### config.mk
export PLATFORM = sky130hd
export DESIGN_NAME = lcd_write_seq_flat
export DESIGN_NICKNAME = d
export VERILOG_FILES = /design/src/rtl/lcd_write_seq_if.sv /design/src/rtl/lcd_write_seq.sv /design/src/flat_wrapper.sv
export SDC_FILE = /design/constraint.sdc
export NUM_CORES = 1
export LEC_CHECK = 0
export ABC_AREA = 0
export BUFFER_PORTS_ARGS = -buffer_cell sky130_fd_sc_hd__buf_4
export CORE_MARGIN = 5
export CORE_UTILIZATION = 36
export DETAILED_ROUTE_END_ITERATION = 10
export SLEW_MARGIN = 25
export SYNTH_ARGS = -nofsm -noshare
export SYNTH_HDL_FRONTEND = slang
export SYNTH_SLANG_ARGS = --single-unit
### constraint.sdc
create_clock -name clk_i -period 3.9 [get_ports clk_i]
set_input_delay 0.585 -clock clk_i [delete_from_list [all_inputs] [get_ports clk_i]]
set_output_delay 0.585 -clock clk_i [all_outputs]
set_load 0.01 [all_outputs]
### src/rtl/lcd_write_seq_if.sv
// LCD sequencer bus: register word from the output bank in, HD44780 pins and status out.
interface lcd_write_seq_if;
  logic [31:0] lcd_word_i;
  logic [7:0]  lcd_data_o;
  logic        lcd_rs_o;
  logic        lcd_rw_o;
  logic        lcd_en_o;
  logic        lcd_on_o;
  logic        lcd_busy_o;
  logic        lcd_done_o;
  logic        lcd_ovf_o;

  modport master (
    output lcd_word_i,
    input  lcd_data_o, lcd_rs_o, lcd_rw_o, lcd_en_o,
    input  lcd_on_o, lcd_busy_o, lcd_done_o, lcd_ovf_o
  );

  modport slave (
    input  lcd_word_i,
    output lcd_data_o, lcd_rs_o, lcd_rw_o, lcd_en_o,
    output lcd_on_o, lcd_busy_o, lcd_done_o, lcd_ovf_o
  );
endinterface

### src/rtl/lcd_write_seq.sv
// HD44780 write sequencer: turns REQ toggles in the LCD register word into setup/pulse/hold/exec cycles.
// Define LCD_INIT_SEQ_EN to add the power-on wait (PWR) and the 4-command init ROM (INIT).
module lcd_write_seq #(
  parameter int unsigned T_SETUP     = 4,
  parameter int unsigned T_PULSE     = 25,
  parameter int unsigned T_HOLD      = 4,
  parameter int unsigned T_EXEC      = 2500,
  parameter int unsigned T_EXEC_LONG = 100000
`ifdef LCD_INIT_SEQ_EN
  ,
  parameter int unsigned T_POWERUP   = 1000000
`endif
) (
  input  logic           clk_i,
  input  logic           rst_ni,
  lcd_write_seq_if.slave bus
);

  localparam logic [2:0] S_IDLE  = 3'd0;
  localparam logic [2:0] S_SETUP = 3'd1;
  localparam logic [2:0] S_PULSE = 3'd2;
  localparam logic [2:0] S_HOLD  = 3'd3;
  localparam logic [2:0] S_EXEC  = 3'd4;
`ifdef LCD_INIT_SEQ_EN
  localparam logic [2:0] S_PWR   = 3'd5;
  localparam logic [2:0] S_INIT  = 3'd6;
`endif

  function automatic int unsigned max2(input int unsigned a, input int unsigned b);
    return (a > b) ? a : b;
  endfunction

  localparam int unsigned T_MAX_XFER = max2(max2(T_SETUP, T_PULSE),
                                            max2(T_HOLD, max2(T_EXEC, T_EXEC_LONG)));
`ifdef LCD_INIT_SEQ_EN
  localparam int unsigned T_MAX = max2(T_MAX_XFER, T_POWERUP);
`else
  localparam int unsigned T_MAX = T_MAX_XFER;
`endif
  localparam int unsigned CNT_W = $clog2(T_MAX + 1);

`ifdef LCD_INIT_SEQ_EN
  function automatic logic [7:0] init_cmd(input logic [1:0] idx);
    case (idx)
      2'd0:    return 8'h38;
      2'd1:    return 8'h0C;
      2'd2:    return 8'h01;
      default: return 8'h06;
    endcase
  endfunction

  logic       init_act_q, init_act_d;
  logic [2:0] init_idx_q, init_idx_d;
`endif

  logic [2:0]       state_q, state_d;
  logic [CNT_W-1:0] cnt_q, cnt_d;
  logic             armed_q, req_q;
  logic             pend_vld_q, pend_vld_d;
  logic [8:0]       pend_q, pend_d;
  logic [7:0]       data_q, data_d;
  logic             rs_q, rs_d;
  logic             en_q, en_d;
  logic             on_q;
  logic             busy_q, busy_d;
  logic             done_q, done_d;
  logic             ovf_q, ovf_d;
  logic             req_c, take, pop, cnt_zero, exec_long;
  logic [8:0]       word_c;
  logic             unused_word_bits;

  assign req_c            = armed_q && (bus.lcd_word_i[30] != req_q);
  assign word_c           = {bus.lcd_word_i[9], bus.lcd_word_i[7:0]};
  assign cnt_zero         = (cnt_q == '0);
  assign exec_long        = !rs_q && (data_q >= 8'h01) && (data_q <= 8'h03);
  assign unused_word_bits = ^{bus.lcd_word_i[29:10], bus.lcd_word_i[8]};

  // Next state, counter, pending buffer and registered outputs
  always_comb begin
    state_d    = state_q;
    cnt_d      = cnt_q;
    pend_vld_d = pend_vld_q;
    pend_d     = pend_q;
    data_d     = data_q;
    rs_d       = rs_q;
    ovf_d      = ovf_q;
    take       = 1'b0;
    pop        = 1'b0;
`ifdef LCD_INIT_SEQ_EN
    init_act_d = init_act_q;
    init_idx_d = init_idx_q;
`endif

    case (state_q)
      S_IDLE: begin
        if (pend_vld_q) pop = 1'b1;
        else if (req_c) take = 1'b1;
      end
      S_SETUP: begin
        if (cnt_zero) begin
          state_d = S_PULSE;
          cnt_d   = CNT_W'(T_PULSE - 1);
        end else cnt_d = cnt_q - CNT_W'(1);
      end
      S_PULSE: begin
        if (cnt_zero) begin
          state_d = S_HOLD;
          cnt_d   = CNT_W'(T_HOLD - 1);
        end else cnt_d = cnt_q - CNT_W'(1);
      end
      S_HOLD: begin
        if (cnt_zero) begin
          state_d = S_EXEC;
          cnt_d   = exec_long ? CNT_W'(T_EXEC_LONG - 1) : CNT_W'(T_EXEC - 1);
        end else cnt_d = cnt_q - CNT_W'(1);
      end
      S_EXEC: begin
        if (!cnt_zero) cnt_d = cnt_q - CNT_W'(1);
`ifdef LCD_INIT_SEQ_EN
        else if (init_act_q) state_d = S_INIT;
`endif
        else if (pend_vld_q) pop = 1'b1;
        else if (req_c) take = 1'b1;
        else state_d = S_IDLE;
      end
`ifdef LCD_INIT_SEQ_EN
      S_PWR: begin
        if (cnt_q == CNT_W'(T_POWERUP - 1)) begin
          state_d = S_INIT;
          cnt_d   = '0;
        end else cnt_d = cnt_q + CNT_W'(1);
      end
      S_INIT: begin
        if (init_idx_q == 3'd4) begin
          state_d    = S_IDLE;
          init_act_d = 1'b0;
        end else begin
          state_d    = S_SETUP;
          cnt_d      = CNT_W'(T_SETUP - 1);
          data_d     = init_cmd(init_idx_q[1:0]);
          rs_d       = 1'b0;
          init_idx_d = init_idx_q + 3'd1;
        end
      end
`endif
      default: state_d = S_IDLE;
    endcase

    if (pop || take) begin
      state_d        = S_SETUP;
      cnt_d          = CNT_W'(T_SETUP - 1);
      {rs_d, data_d} = pop ? pend_q : word_c;
    end

    // A pop frees the single slot on the same edge, so a coincident request still fits
    if (pop) pend_vld_d = 1'b0;
    if (req_c && !take) begin
      if (!pend_vld_q || pop) begin
        pend_vld_d = 1'b1;
        pend_d     = word_c;
      end else ovf_d = 1'b1;
    end

    en_d   = (state_d == S_PULSE);
    done_d = (state_d == S_EXEC) && (cnt_d == '0);
    busy_d = (state_d != S_IDLE) || pend_vld_d;
  end

  always_ff @(posedge clk_i or negedge rst_ni) begin
    if (!rst_ni) begin
`ifdef LCD_INIT_SEQ_EN
      state_q    <= S_PWR;
      init_act_q <= 1'b1;
      init_idx_q <= '0;
`else
      state_q    <= S_IDLE;
`endif
      cnt_q      <= '0;
      armed_q    <= 1'b0;
      req_q      <= 1'b0;
      pend_vld_q <= 1'b0;
      pend_q     <= '0;
      data_q     <= '0;
      rs_q       <= 1'b0;
      en_q       <= 1'b0;
      on_q       <= 1'b0;
      busy_q     <= 1'b0;
      done_q     <= 1'b0;
      ovf_q      <= 1'b0;
    end else begin
`ifdef LCD_INIT_SEQ_EN
      init_act_q <= init_act_d;
      init_idx_q <= init_idx_d;
`endif
      state_q    <= state_d;
      cnt_q      <= cnt_d;
      armed_q    <= 1'b1;
      req_q      <= bus.lcd_word_i[30];
      pend_vld_q <= pend_vld_d;
      pend_q     <= pend_d;
      data_q     <= data_d;
      rs_q       <= rs_d;
      en_q       <= en_d;
      on_q       <= bus.lcd_word_i[31];
      busy_q     <= busy_d;
      done_q     <= done_d;
      ovf_q      <= ovf_d;
    end
  end

  assign bus.lcd_data_o = data_q;
  assign bus.lcd_rs_o   = rs_q;
  assign bus.lcd_rw_o   = 1'b0;
  assign bus.lcd_en_o   = en_q;
  assign bus.lcd_on_o   = on_q;
  assign bus.lcd_busy_o = busy_q;
  assign bus.lcd_done_o = done_q;
  assign bus.lcd_ovf_o  = ovf_q;

endmodule

### src/flat_wrapper.sv
// flat-port wrapper written by rule: the top's interface ports become plain ports
module lcd_write_seq_flat 
#(
  parameter int unsigned T_SETUP     = 4,
  parameter int unsigned T_PULSE     = 25,
  parameter int unsigned T_HOLD      = 4,
  parameter int unsigned T_EXEC      = 2500,
  parameter int unsigned T_EXEC_LONG = 100000

)
  (clk_i, rst_ni, bus_lcd_word_i, bus_lcd_data_o, bus_lcd_rs_o, bus_lcd_rw_o, bus_lcd_en_o, bus_lcd_on_o, bus_lcd_busy_o, bus_lcd_done_o, bus_lcd_ovf_o);
  lcd_write_seq_if bus_i ();
  input  logic clk_i;
  input  logic rst_ni;
  input wire logic [$bits(bus_i.lcd_word_i)-1:0] bus_lcd_word_i;
  output wire logic [$bits(bus_i.lcd_data_o)-1:0] bus_lcd_data_o;
  output wire logic [$bits(bus_i.lcd_rs_o)-1:0] bus_lcd_rs_o;
  output wire logic [$bits(bus_i.lcd_rw_o)-1:0] bus_lcd_rw_o;
  output wire logic [$bits(bus_i.lcd_en_o)-1:0] bus_lcd_en_o;
  output wire logic [$bits(bus_i.lcd_on_o)-1:0] bus_lcd_on_o;
  output wire logic [$bits(bus_i.lcd_busy_o)-1:0] bus_lcd_busy_o;
  output wire logic [$bits(bus_i.lcd_done_o)-1:0] bus_lcd_done_o;
  output wire logic [$bits(bus_i.lcd_ovf_o)-1:0] bus_lcd_ovf_o;
  assign bus_i.lcd_word_i = bus_lcd_word_i;
  assign bus_lcd_data_o = bus_i.lcd_data_o;
  assign bus_lcd_rs_o = bus_i.lcd_rs_o;
  assign bus_lcd_rw_o = bus_i.lcd_rw_o;
  assign bus_lcd_en_o = bus_i.lcd_en_o;
  assign bus_lcd_on_o = bus_i.lcd_on_o;
  assign bus_lcd_busy_o = bus_i.lcd_busy_o;
  assign bus_lcd_done_o = bus_i.lcd_done_o;
  assign bus_lcd_ovf_o = bus_i.lcd_ovf_o;
  lcd_write_seq #(.T_SETUP(T_SETUP), .T_PULSE(T_PULSE), .T_HOLD(T_HOLD), .T_EXEC(T_EXEC), .T_EXEC_LONG(T_EXEC_LONG)) u_core (.clk_i(clk_i), .rst_ni(rst_ni), .bus(bus_i));
endmodule
==> flow_metrics.env, run 1 <==
export IMPL_place_detailed_hpwl_mm=4.93
export IMPL_outcome="completed"
export IMPL_htree_levels=2
export IMPL_multiInputGateArea_um2=1430
export IMPL_path_cells="inv_1, ha_1, nor4b_1, nand4_1, a211o_1, o21ai_1, nor3_1, nor4_1, and4_1"
export IMPL_critPathBufInv=1
export IMPL_start_util=0.371
export IMPL_cts_root_buf="clkbuf_8"
export IMPL_fin_skew_ps=3.39
export IMPL_coreArea_um2=7290
export IMPL_synth_avg_cell_area_um2=9.36
export IMPL_cts_buffers=5
export IMPL_avgRoutedWirePerCell_um=16.4
export IMPL_antennaDiodeCount=0
export IMPL_die_x_um=96.7
export IMPL_dr_total_vias=2291
export IMPL_dieArea_um2=9350
export IMPL_r2r_cells=9
export IMPL_combPwrFrac=0.051
export IMPL_critPathMaxStageDelay_ps=540
export IMPL_period_share=0.784
export IMPL_p_sw_frac=0.236
export IMPL_powerDensity_nw_per_um2=280
export IMPL_critPathLaunch="u_core.cnt_q[0]$_DFF_PN0_"
export IMPL_synthesis_nets=326
export IMPL_synth_distinct_cells=61
export IMPL_worstMarginPinSlew_ps=677
export IMPL_min_path_type="input pin to async pin"
export IMPL_vdd_drop_max_v=0.000175
export IMPL_io_buffer_count=26
export IMPL_drcViolationCount=0
export IMPL_synth_seq_cells=46
export IMPL_drive_gt1_frac=0.177
export IMPL_required_ps=4140
export IMPL_path_delay_family="simple AND/OR/NAND/NOR gates"
export IMPL_gp_congestion=0.942
export IMPL_layout_commonest_cell="dfrtp_1"
export IMPL_clock_tree_buffer_depth=2
export IMPL_rsz0062_at_grt="no"
export IMPL_p_int_uw=652
export IMPL_clk_pin_slew_ps=90
export IMPL_rrSetupSlack_ps=840
export IMPL_grt_max_degree=47
export IMPL_drt_pass1_iter_count=4
export IMPL_synth_edf_count=0
export IMPL_io_pin_count=49
export IMPL_crit_type="flop to flop"
export IMPL_critPathArrivalTime_ps=3300
export IMPL_first_iter_violations=226
export IMPL_r2r_end="u_core.bus.lcd_done_o$_DFF_PN0_"
export IMPL_power_frac_seq=0.602
export IMPL_clkPwrFrac=0.346
export IMPL_fmax_ghz=0.327
export IMPL_die_height_um=96.7
export IMPL_grt_first_pass_wirelength_mm=11.4
export IMPL_grt_use_total=0.147
export IMPL_netlist_instances=289
export IMPL_finalMaxSlewViolations=0
export IMPL_gr_total_overflow=0
export IMPL_synth_seq_area_share=0.426
export IMPL_synthFlopType="dfrtp_1"
export IMPL_path_max_fanout=9
export IMPL_hold_buffers=0
export IMPL_p_leak_nw=1.25
export IMPL_antenna_found_initial=0
export IMPL_clk_latency_ps=300
export IMPL_endpoint_kind="flop"
export IMPL_hold_viol=0
export IMPL_grt_pass1_vias=2238
export IMPL_vias_per_cell=5.60
export IMPL_finalSetupTns_ps=0
export IMPL_seqCellArea_um2=1150
export IMPL_synthToLayoutAreaGrowth_pct=12.7
export IMPL_period_needed_ps=3060
export IMPL_maxCapViolations=0
export IMPL_cts_tree="done"
export IMPL_dp_slack_ps=913
export IMPL_cp_start_kind="flop"
export IMPL_yosys_warnings=0
export IMPL_maxSlewHeadroom=0.547
export IMPL_clock_sinks=46
export IMPL_fp_row_count=31
export IMPL_switchingPower_uw=201
export IMPL_wirelength_mm=6.69
export IMPL_finalSetupViolCount=0
export IMPL_layout_setup_ws_ps=842
export IMPL_crit_slowest_cell="a211o_1"
export IMPL_layout_common_cells="dfrtp_1, nand2_1, buf_4, nor2_1, o21ai_1"
export IMPL_nNetsFinal=346
export IMPL_ant_nets=0
export IMPL_async_flop_share=1.00
export IMPL_syn_area_um2=2710
export IMPL_cts_resized_gates=0
export IMPL_postCtsSetupBuffers=0
export IMPL_r2r_start="u_core.cnt_q[0]$_DFF_PN0_"
export IMPL_fillers=765
-- how the worst max path moves through the flow --
stage                                           end  slack, ps  cells after the start
global route        u_core.bus.lcd_done_o$_DFF_PN0_        680                      9
global placement    u_core.bus.lcd_done_o$_DFF_PN0_        870                      9
detailed placement  u_core.bus.lcd_done_o$_DFF_PN0_        910                      9
floorplan           u_core.bus.lcd_done_o$_DFF_PN0_       1280                     14
finish              u_core.bus.lcd_done_o$_DFF_PN0_        840                      9
CTS                 u_core.bus.lcd_done_o$_DFF_PN0_        840                      9
-- power groups by stage --
stage                     sequential, mW  combinational, mW  clock [mW]
after floorplan                    0.520             0.0221           0
after global placement             0.521             0.0442           0
after detailed placement           0.523             0.0457           0
after CTS                          0.514             0.0457       0.304
after global routing               0.517             0.0508       0.326
final                              0.514             0.0439       0.295
-- synthesized netlist by cell type (7+ instances only) --
| cell type | count | area, µm² |
|---|---|---|
| mux2i_1 | 11 | 110 |
| mux2_1 | 9 | 101 |
| dfrtp_1 | 46 | 1150 |
| nor4_1 | 7 | 43.8 |
| a21oi_1 | 14 | 70.1 |
| nor2_1 | 20 | 75.1 |
| nand2_1 | 32 | 120 |
| o21ai_0 | 7 | 35.0 |
| clkbuf_1 | 9 | 33.8 |
| o21ai_1 | 15 | 75.1 |
| nor3_1 | 10 | 50.1 |
-- registers in the layout (all words and copies together) (netlist names) --
name,count
u_core.bus.lcd_done_o,1
u_core.req_q,1
u_core.bus.lcd_on_o,1
u_core.state_q,3
u_core.armed_q,1
u_core.cnt_q,17
u_core.bus.lcd_data_o,8
u_core.pend_q,9
u_core.bus.lcd_en_o,1
u_core.bus.lcd_ovf_o,1
u_core.bus.lcd_rs_o,1
u_core.pend_vld_q,1
u_core.bus.lcd_busy_o,1
-- metrics by stage --
stage          area [µm²]  power (mW)  cells  utilization  hold slack (ps)
6_report             3050       0.853    409        0.418              255
5_1_grt              3050       0.894    409        0.418              329
4_1_cts              3050       0.863    409        0.418              295
3_5_place_dp         2960       0.569    401        0.406              457
3_3_place_gp         2960       0.565    401        0.406              461
2_1_floorplan        2710       0.542    289            -              289
-- per-layer routing --
layer  share of wire  vias to the layer above  track usage
met2            0.45                       99        0.218
met1            0.45                     1075        0.203
met4           0.016                        0       0.0594
li1                -                     1109            -
met5               0                        -            0
met3           0.086                        8       0.0367
-- worst reg2reg max path: cells and delay by family, from the launching register on --
kind | cells | cell delay (ps)
flip-flops | 1 | 440
AO/OA/AOI/OAI | 2 | 790
buffers and inverters | 1 | 110
AND/OR/NAND/NOR | 5 | 1430
adder cells (fa/ha/maj) | 1 | 230
-- logic make-up after synthesis --
group | share of synthesized area
other | 0.00278
buffers and inverters | 0.0453
adders and majority gates | 0.0217
muxes | 0.0782
DFF | 0.426
AOI/OAI and AO/OA | 0.170
and+or+nand+nor | 0.244
xor gates and xnor gates | 0.0130
-- area by class of cell --
type | instances | area share
inverters | 8 | 0.00985
well taps | 99 | 0.0406
flip-flops and latches | 46 | 0.378
multi-input cells | 218 | 0.470
clock inverters | 2 | 0.00452
repair buffers | 30 | 0.0739
clock buffers | 6 | 0.0238
Power figures use the tool's default switching activity.
==> inputs of run 2 (changes only) <==
==> constraint.sdc (replaced) <==
create_clock -name clk_i -period 3 [get_ports clk_i]
set_input_delay 0.45 -clock clk_i [delete_from_list [all_inputs] [get_ports clk_i]]
set_output_delay 0.45 -clock clk_i [all_outputs]
set_load 0.01 [all_outputs]
==> run 2 against run 1 <==
Effect of this change:
- global-route usage grew 0.57 points
- final cell count grew 4.4%
- critical path type unchanged
- largest power group unchanged
- design area grew 4.8%
- count of clock-buffer cells in the layout shrank 1
- core utilization grew 2.0 points
- maximum frequency grew 7.5%
- sequential cell count is the same
- highest routed layer unchanged
- sequential power grew 30%
- routed wire length grew 2.7%
- clock skew grew 4.5 ps
- critical endpoint unchanged
- combinational power grew 29%
==> flow_metrics.env, run 2 (synthesis gave the netlist of run 1 again) <==
export IMPL_outcome="completed"
export IMPL_grt_first_pass_wirelength_mm=11.8
export IMPL_endpoint_kind="flop"
export IMPL_path_delay_family="simple AND/OR/NAND/NOR gates"
export IMPL_period_needed_ps=2840
export IMPL_cts_tree="done"
export IMPL_fp_row_count=31
export IMPL_die_height_um=96.7
export IMPL_period_share=0.948
export IMPL_drt_pass1_iter_count=4
export IMPL_io_pin_count=49
export IMPL_start_util=0.371
export IMPL_power_total_mw=1.11
export IMPL_hold_viol=0
export IMPL_htree_levels=2
export IMPL_grt_use_total=0.152
export IMPL_largest_reg_flops=17
export IMPL_holdWs_ps=136
export IMPL_dr_total_vias=2324
export IMPL_crit_type="flop to flop"
export IMPL_p_leak_nw=1.34
export IMPL_maxSlewHeadroom=0.575
export IMPL_antennaDiodeCount=0
export IMPL_crit_slowest_cell="or4_4"
export IMPL_min_path_type="input pin to async pin"
export IMPL_clock_tree_buffer_depth=2
export IMPL_vdd_drop_max_v=0.000210
export IMPL_nNetsFinal=364
export IMPL_multiInputGateArea_um2=1440
export IMPL_coreArea_um2=7290
export IMPL_clock_sinks=46
export IMPL_powerDensity_nw_per_um2=348
export IMPL_layout_commonest_cell="buf_4"
export IMPL_vias_per_cell=5.44
export IMPL_avgRoutedWirePerCell_um=16.1
export IMPL_fin_skew_ps=7.88
export IMPL_critPathMaxStageDelay_ps=550
export IMPL_hold_buffers=0
export IMPL_layout_common_cells="buf_4, dfrtp_1, nand2_1, nor2_1, o21ai_1"
export IMPL_maxCapViolations=0
export IMPL_antenna_found_initial=0
export IMPL_cp_common_cell="nor3_1"
export IMPL_fmax_ghz=0.352
export IMPL_path_max_fanout=8
export IMPL_clk_pin_slew_ps=100
export IMPL_required_ps=3240
export IMPL_largest_register="u_core.cnt_q"
export IMPL_wirelength_mm=6.88
export IMPL_ant_nets=0
export IMPL_cts_root_buf="clkbuf_8"
export IMPL_seqCellArea_um2=1150
export IMPL_gr_total_overflow=0
export IMPL_finalSetupTns_ps=0
export IMPL_io_buffer_count=26
export IMPL_path_cells="or4_4, nor3_1, o211ai_1, o21ai_1, nor3_1, nor4_1, and4_1"
export IMPL_drcViolationCount=0
export IMPL_critPathArrivalTime_ps=3090
export IMPL_worstMarginPinSlew_ps=634
export IMPL_rsz0062_at_grt="no"
export IMPL_grt_max_degree=47
export IMPL_synthToLayoutAreaGrowth_pct=18.1
export IMPL_finalMaxSlewViolations=0
export IMPL_clk_latency_ps=300
export IMPL_cts_buffers=5
export IMPL_dieArea_um2=9350
export IMPL_drive_gt1_frac=0.229
export IMPL_place_detailed_hpwl_mm=5.22
export IMPL_first_iter_violations=218
export IMPL_fillers=761
export IMPL_die_x_um=96.7
export IMPL_cp_start_kind="flop"
export IMPL_critPathBufInv=0
export IMPL_grt_pass1_vias=2287
export IMPL_gp_congestion=0.919
export IMPL_postCtsSetupBuffers=0
export IMPL_finalSetupViolCount=0
-- run 2: final cells by class --
type | count | share of cell area
multi-input combinational | 218 | 0.450
sequential | 46 | 0.360
timing repair buffer | 48 | 0.113
tap | 99 | 0.0388
clock buffer | 5 | 0.0215
inverter | 8 | 0.00940
clock inverter | 3 | 0.00666
-- run 2: metrics by stage --
step                setup slack (ps)  instance area (µm²)  instances   util
floorplan                        382                 2710        289      -
global placement                 147                 3100        419  0.425
detailed placement               209                 3100        419  0.425
CTS                              182                 3190        427  0.437
global route                    22.7                 3190        427  0.438
finish                           156                 3190        427  0.438
-- run 2: worst paths after layout --
kind | startpoint | to | slack (ps) | cells after the start
setup / recovery | u_core.cnt_q[9]$_DFF_PN0_ | u_core.bus.lcd_done_o$_DFF_PN0_ | 160 | 7
hold / removal | rst_ni | u_core.cnt_q[12]$_DFF_PN0_ | 140 | 1
setup reg to reg | u_core.cnt_q[9]$_DFF_PN0_ | u_core.bus.lcd_done_o$_DFF_PN0_ | 160 | 7
hold reg to reg | u_core.bus.lcd_ovf_o$_DFFE_PN0P_ | u_core.bus.lcd_ovf_o$_DFFE_PN0P_ | 490 | 1
max in group asynchronous | rst_ni | u_core.bus.lcd_data_o[6]$_DFFE_PN0N_ | 2450 | 1
min in group clk_i | bus_lcd_word_i[31] | u_core.bus.lcd_on_o$_DFF_PN0_ | 250 | 1
-- run 2: what timing repair did --
action                                  CTS  global route
resized for setup                         0             2
endpoints found under the hold margin     0             0
endpoints found under the setup margin    0             1
-- run 2: where the power goes --
| group | leakage [nW] | internal, mW | switching [mW] |
|---|---|---|---|
| clock | 0.0441 | 0.164 | 0.226 |
| sequential | 0.555 | 0.652 | 0.0145 |
| combinational | 0.739 | 0.0304 | 0.0260 |
-- run 2: layer usage --
metal,vias up,GRT usage,share of wire
li1,1147,-,-
met1,1101,0.217,0.47
met2,69,0.239,0.47
met3,7,0.0309,0.056
met4,0,0.0324,0.0080
met5,-,0,0
==> inputs of run 3 (changes only) <==
--- a/config.mk
+++ b/config.mk
@@ -5,7 +5,7 @@
 export SDC_FILE = /design/constraint.sdc
 export NUM_CORES = 1
 export LEC_CHECK = 0
-export ABC_AREA = 0
+export ABC_AREA = 1
 export BUFFER_PORTS_ARGS = -buffer_cell sky130_fd_sc_hd__buf_4
 export CORE_MARGIN = 5
 export CORE_UTILIZATION = 36
==> run 3 against run 2 <==
Effect of this change:
- count of clock-buffer cells in the layout did not move
- hold slack improved by 8.6 ps
- sequential power fell by 6.6%
- critical path type unchanged
- critical endpoint is now u_core.pend_q[1]$_DFFE_PN0P_
- clock power fell by 2%
==> flow_metrics.env, run 3 <==
export IMPL_outcome="completed"
export IMPL_p_leak_nw=1.85
export IMPL_avgRoutedWirePerCell_um=12.2
export IMPL_coreArea_um2=8180
export IMPL_syn_area_um2=3010
export IMPL_hold_viol=0
export IMPL_clk_pin_slew_ps=90
export IMPL_fmax_ghz=0.385
export IMPL_finalSetupViolCount=0
export IMPL_synth_commonest_cells="nand2_1, inv_1, nor2_1"
export IMPL_layout_common_cells="nand2_1, inv_1, nor2_1, dfrtp_1, nand3_1"
export IMPL_dr_total_vias=2714
export IMPL_rsz0062_at_grt="no"
export IMPL_synthToLayoutAreaGrowth_pct=11.9
export IMPL_hold_buffers=0
export IMPL_fin_skew_ps=5.02
export IMPL_netlist_instances=439
export IMPL_synth_avg_cell_area_um2=6.85
export IMPL_synth_edf_count=0
export IMPL_synthesis_nets=476
export IMPL_crit_type="flop to flop"
export IMPL_first_iter_violations=118
export IMPL_power_total_mw=1.04
export IMPL_antenna_found_initial=0
export IMPL_drt_pass1_iter_count=4
export IMPL_min_path_type="input pin to async pin"
export IMPL_wirelength_mm=6.93
export IMPL_synth_seq_cells=46
export IMPL_htree_levels=2
export IMPL_start_util=0.368
export IMPL_io_pin_count=49
export IMPL_ys_top_cells_by_area="dfrtp_1, nand2_1, inv_1"
export IMPL_io_buffer_count=26
export IMPL_die_x_um=101
export IMPL_clk_latency_ps=310
export IMPL_cts_tree="done"
export IMPL_synth_most_common_cell="nand2_1"
export IMPL_finalSetupTns_ps=0
export IMPL_synthFlopType="dfrtp_1"
export IMPL_largest_reg_flops=17
export IMPL_clock_sinks=46
export IMPL_maxSlewHeadroom=0.471
export IMPL_die_height_um=101
export IMPL_cts_resized_gates=0
export IMPL_nNetsFinal=501
export IMPL_vdd_drop_max_v=0.000165
export IMPL_path_max_fanout=20
export IMPL_r2r_cells=11
export IMPL_synth_distinct_cells=39
export IMPL_vias_per_cell=4.77
export IMPL_cp_start_kind="flop"
export IMPL_endpoint_kind="flop"
export IMPL_dp_cells=562
export IMPL_drcViolationCount=0
export IMPL_fp_row_count=33
export IMPL_period_needed_ps=2600
export IMPL_ant_nets=0
export IMPL_grt_pass1_vias=2697
export IMPL_synth_top_area_cell="dfrtp_1"
export IMPL_critPathArrivalTime_ps=2790
export IMPL_required_ps=3190
export IMPL_yosys_warnings=0
export IMPL_cts_buffers=5
export IMPL_place_detailed_hpwl_mm=5.15
export IMPL_rrSetupSlack_ps=400
export IMPL_maxCapViolations=0
export IMPL_drive_gt1_frac=0.127
export IMPL_period_share=0.866
export IMPL_final_area_um2=3370
export IMPL_synth_seq_area_share=0.383
export IMPL_holdWs_ps=144
export IMPL_largest_register="u_core.cnt_q"
export IMPL_clock_tree_buffer_depth=2
export IMPL_dieArea_um2=10300
export IMPL_gr_total_overflow=0
export IMPL_gp_congestion=0.894
export IMPL_place_area_um2=3280
export IMPL_async_flop_share=1.00
export IMPL_finalMaxSlewViolations=0
export IMPL_grt_max_degree=47
export IMPL_fillers=896
export IMPL_grt_first_pass_wirelength_mm=12.5
export IMPL_instances_no_fill=569
export IMPL_r2r_end="u_core.pend_q[1]$_DFFE_PN0P_"
export IMPL_cts_root_buf="clkbuf_8"
export IMPL_worstMarginPinSlew_ps=793
export IMPL_seqCellArea_um2=1150
export IMPL_yosysTopAreaCellShare=0.383
export IMPL_r2r_start="u_core.cnt_q[0]$_DFF_PN0_"
export IMPL_layout_commonest_cell="nand2_1"
export IMPL_powerDensity_nw_per_um2=310
export IMPL_antennaDiodeCount=0
export IMPL_grt_use_total=0.151
export IMPL_postCtsSetupBuffers=0
export IMPL_multiInputGateArea_um2=1530
## run 3: cell types whose count changed in the layout (fill, tap and decap cells not counted), moves of 5 or more
cell / delta
nor4_1: -7
a21oi_1: -9
nor2_1: +29
nor3_1: -7
o21ai_0: +19
buf_4: -18
nand2_1: +95
inv_1: +56
nand3_1: +38
mux2_1: -9
and2_1: -5
mux2i_1: -11
## run 3: how the worst max path moves through the flow
stage / from / end / slack (ps)
after floorplan: u_core.cnt_q[0]$_DFF_PN0_ / u_core.bus.lcd_done_o$_DFF_PN0_ / 690
after global placement: u_core.cnt_q[0]$_DFF_PN0_ / u_core.pend_q[4]$_DFFE_PN0P_ / 470
after detailed placement: u_core.cnt_q[0]$_DFF_PN0_ / u_core.pend_q[1]$_DFFE_PN0P_ / 410
after CTS: u_core.cnt_q[0]$_DFF_PN0_ / u_core.pend_q[1]$_DFFE_PN0P_ / 400
after global routing: u_core.cnt_q[0]$_DFF_PN0_ / u_core.pend_q[7]$_DFFE_PN0P_ / 170
final: u_core.cnt_q[0]$_DFF_PN0_ / u_core.pend_q[1]$_DFFE_PN0P_ / 400
## run 3: cells by family after synthesis
logic type                 after synthesis  share of synthesized area
adders and majority gates                3                     0.0125
DFF                                     46                      0.383
xor gates and xnor gates                 6                     0.0175
buffers and inverters                   78                      0.110
other                                    2                    0.00250
and+or+nand+nor                        245                      0.365
AOI/OAI and AO/OA                       59                      0.110
## run 3: critical path: stages (launching register included)
cell     delay (ps)
dfrtp_1         390
inv_1           120
ha_1            220
nand2_2         140
nor2_8          220
nand3_4         250
nand2_4         160
nand2_2         240
nand2_1         210
nand3_2         300
nand2_1         150
o21ai_1          80
## run 3: routing by layer
metal  GRT usage  up-vias  part of all wire
met5           0        -                 0
met1       0.209     1230              0.49
met3      0.0317        9             0.043
li1            -     1421                 -
met2       0.243       54              0.46
met4      0.0358        0             0.012
## run 3: area by class of cell
type / count / area share
sequential: 46 / 0.342
clock buffer: 5 / 0.0204
clock inverter: 2 / 0.00446
inverter: 66 / 0.0736
multi-input combinational: 315 / 0.454
timing repair buffer: 30 / 0.0669
tap: 105 / 0.0390
## run 3: where the power goes
| part | switching, mW | internal [mW] |
|---|---|---|
| registers | 0.000606 | 0.621 |
| clock network | 0.225 | 0.160 |
| logic | 0.0220 | 0.0145 |
| total | 0.247 | 0.795 |
## run 3: metrics by stage
step / util / worst slack (ps)
floorplan: - / 687
global route: 0.412 / 169
detailed placement: 0.402 / 413
finish: 0.412 / 403
CTS: 0.412 / 398
global placement: 0.402 / 471
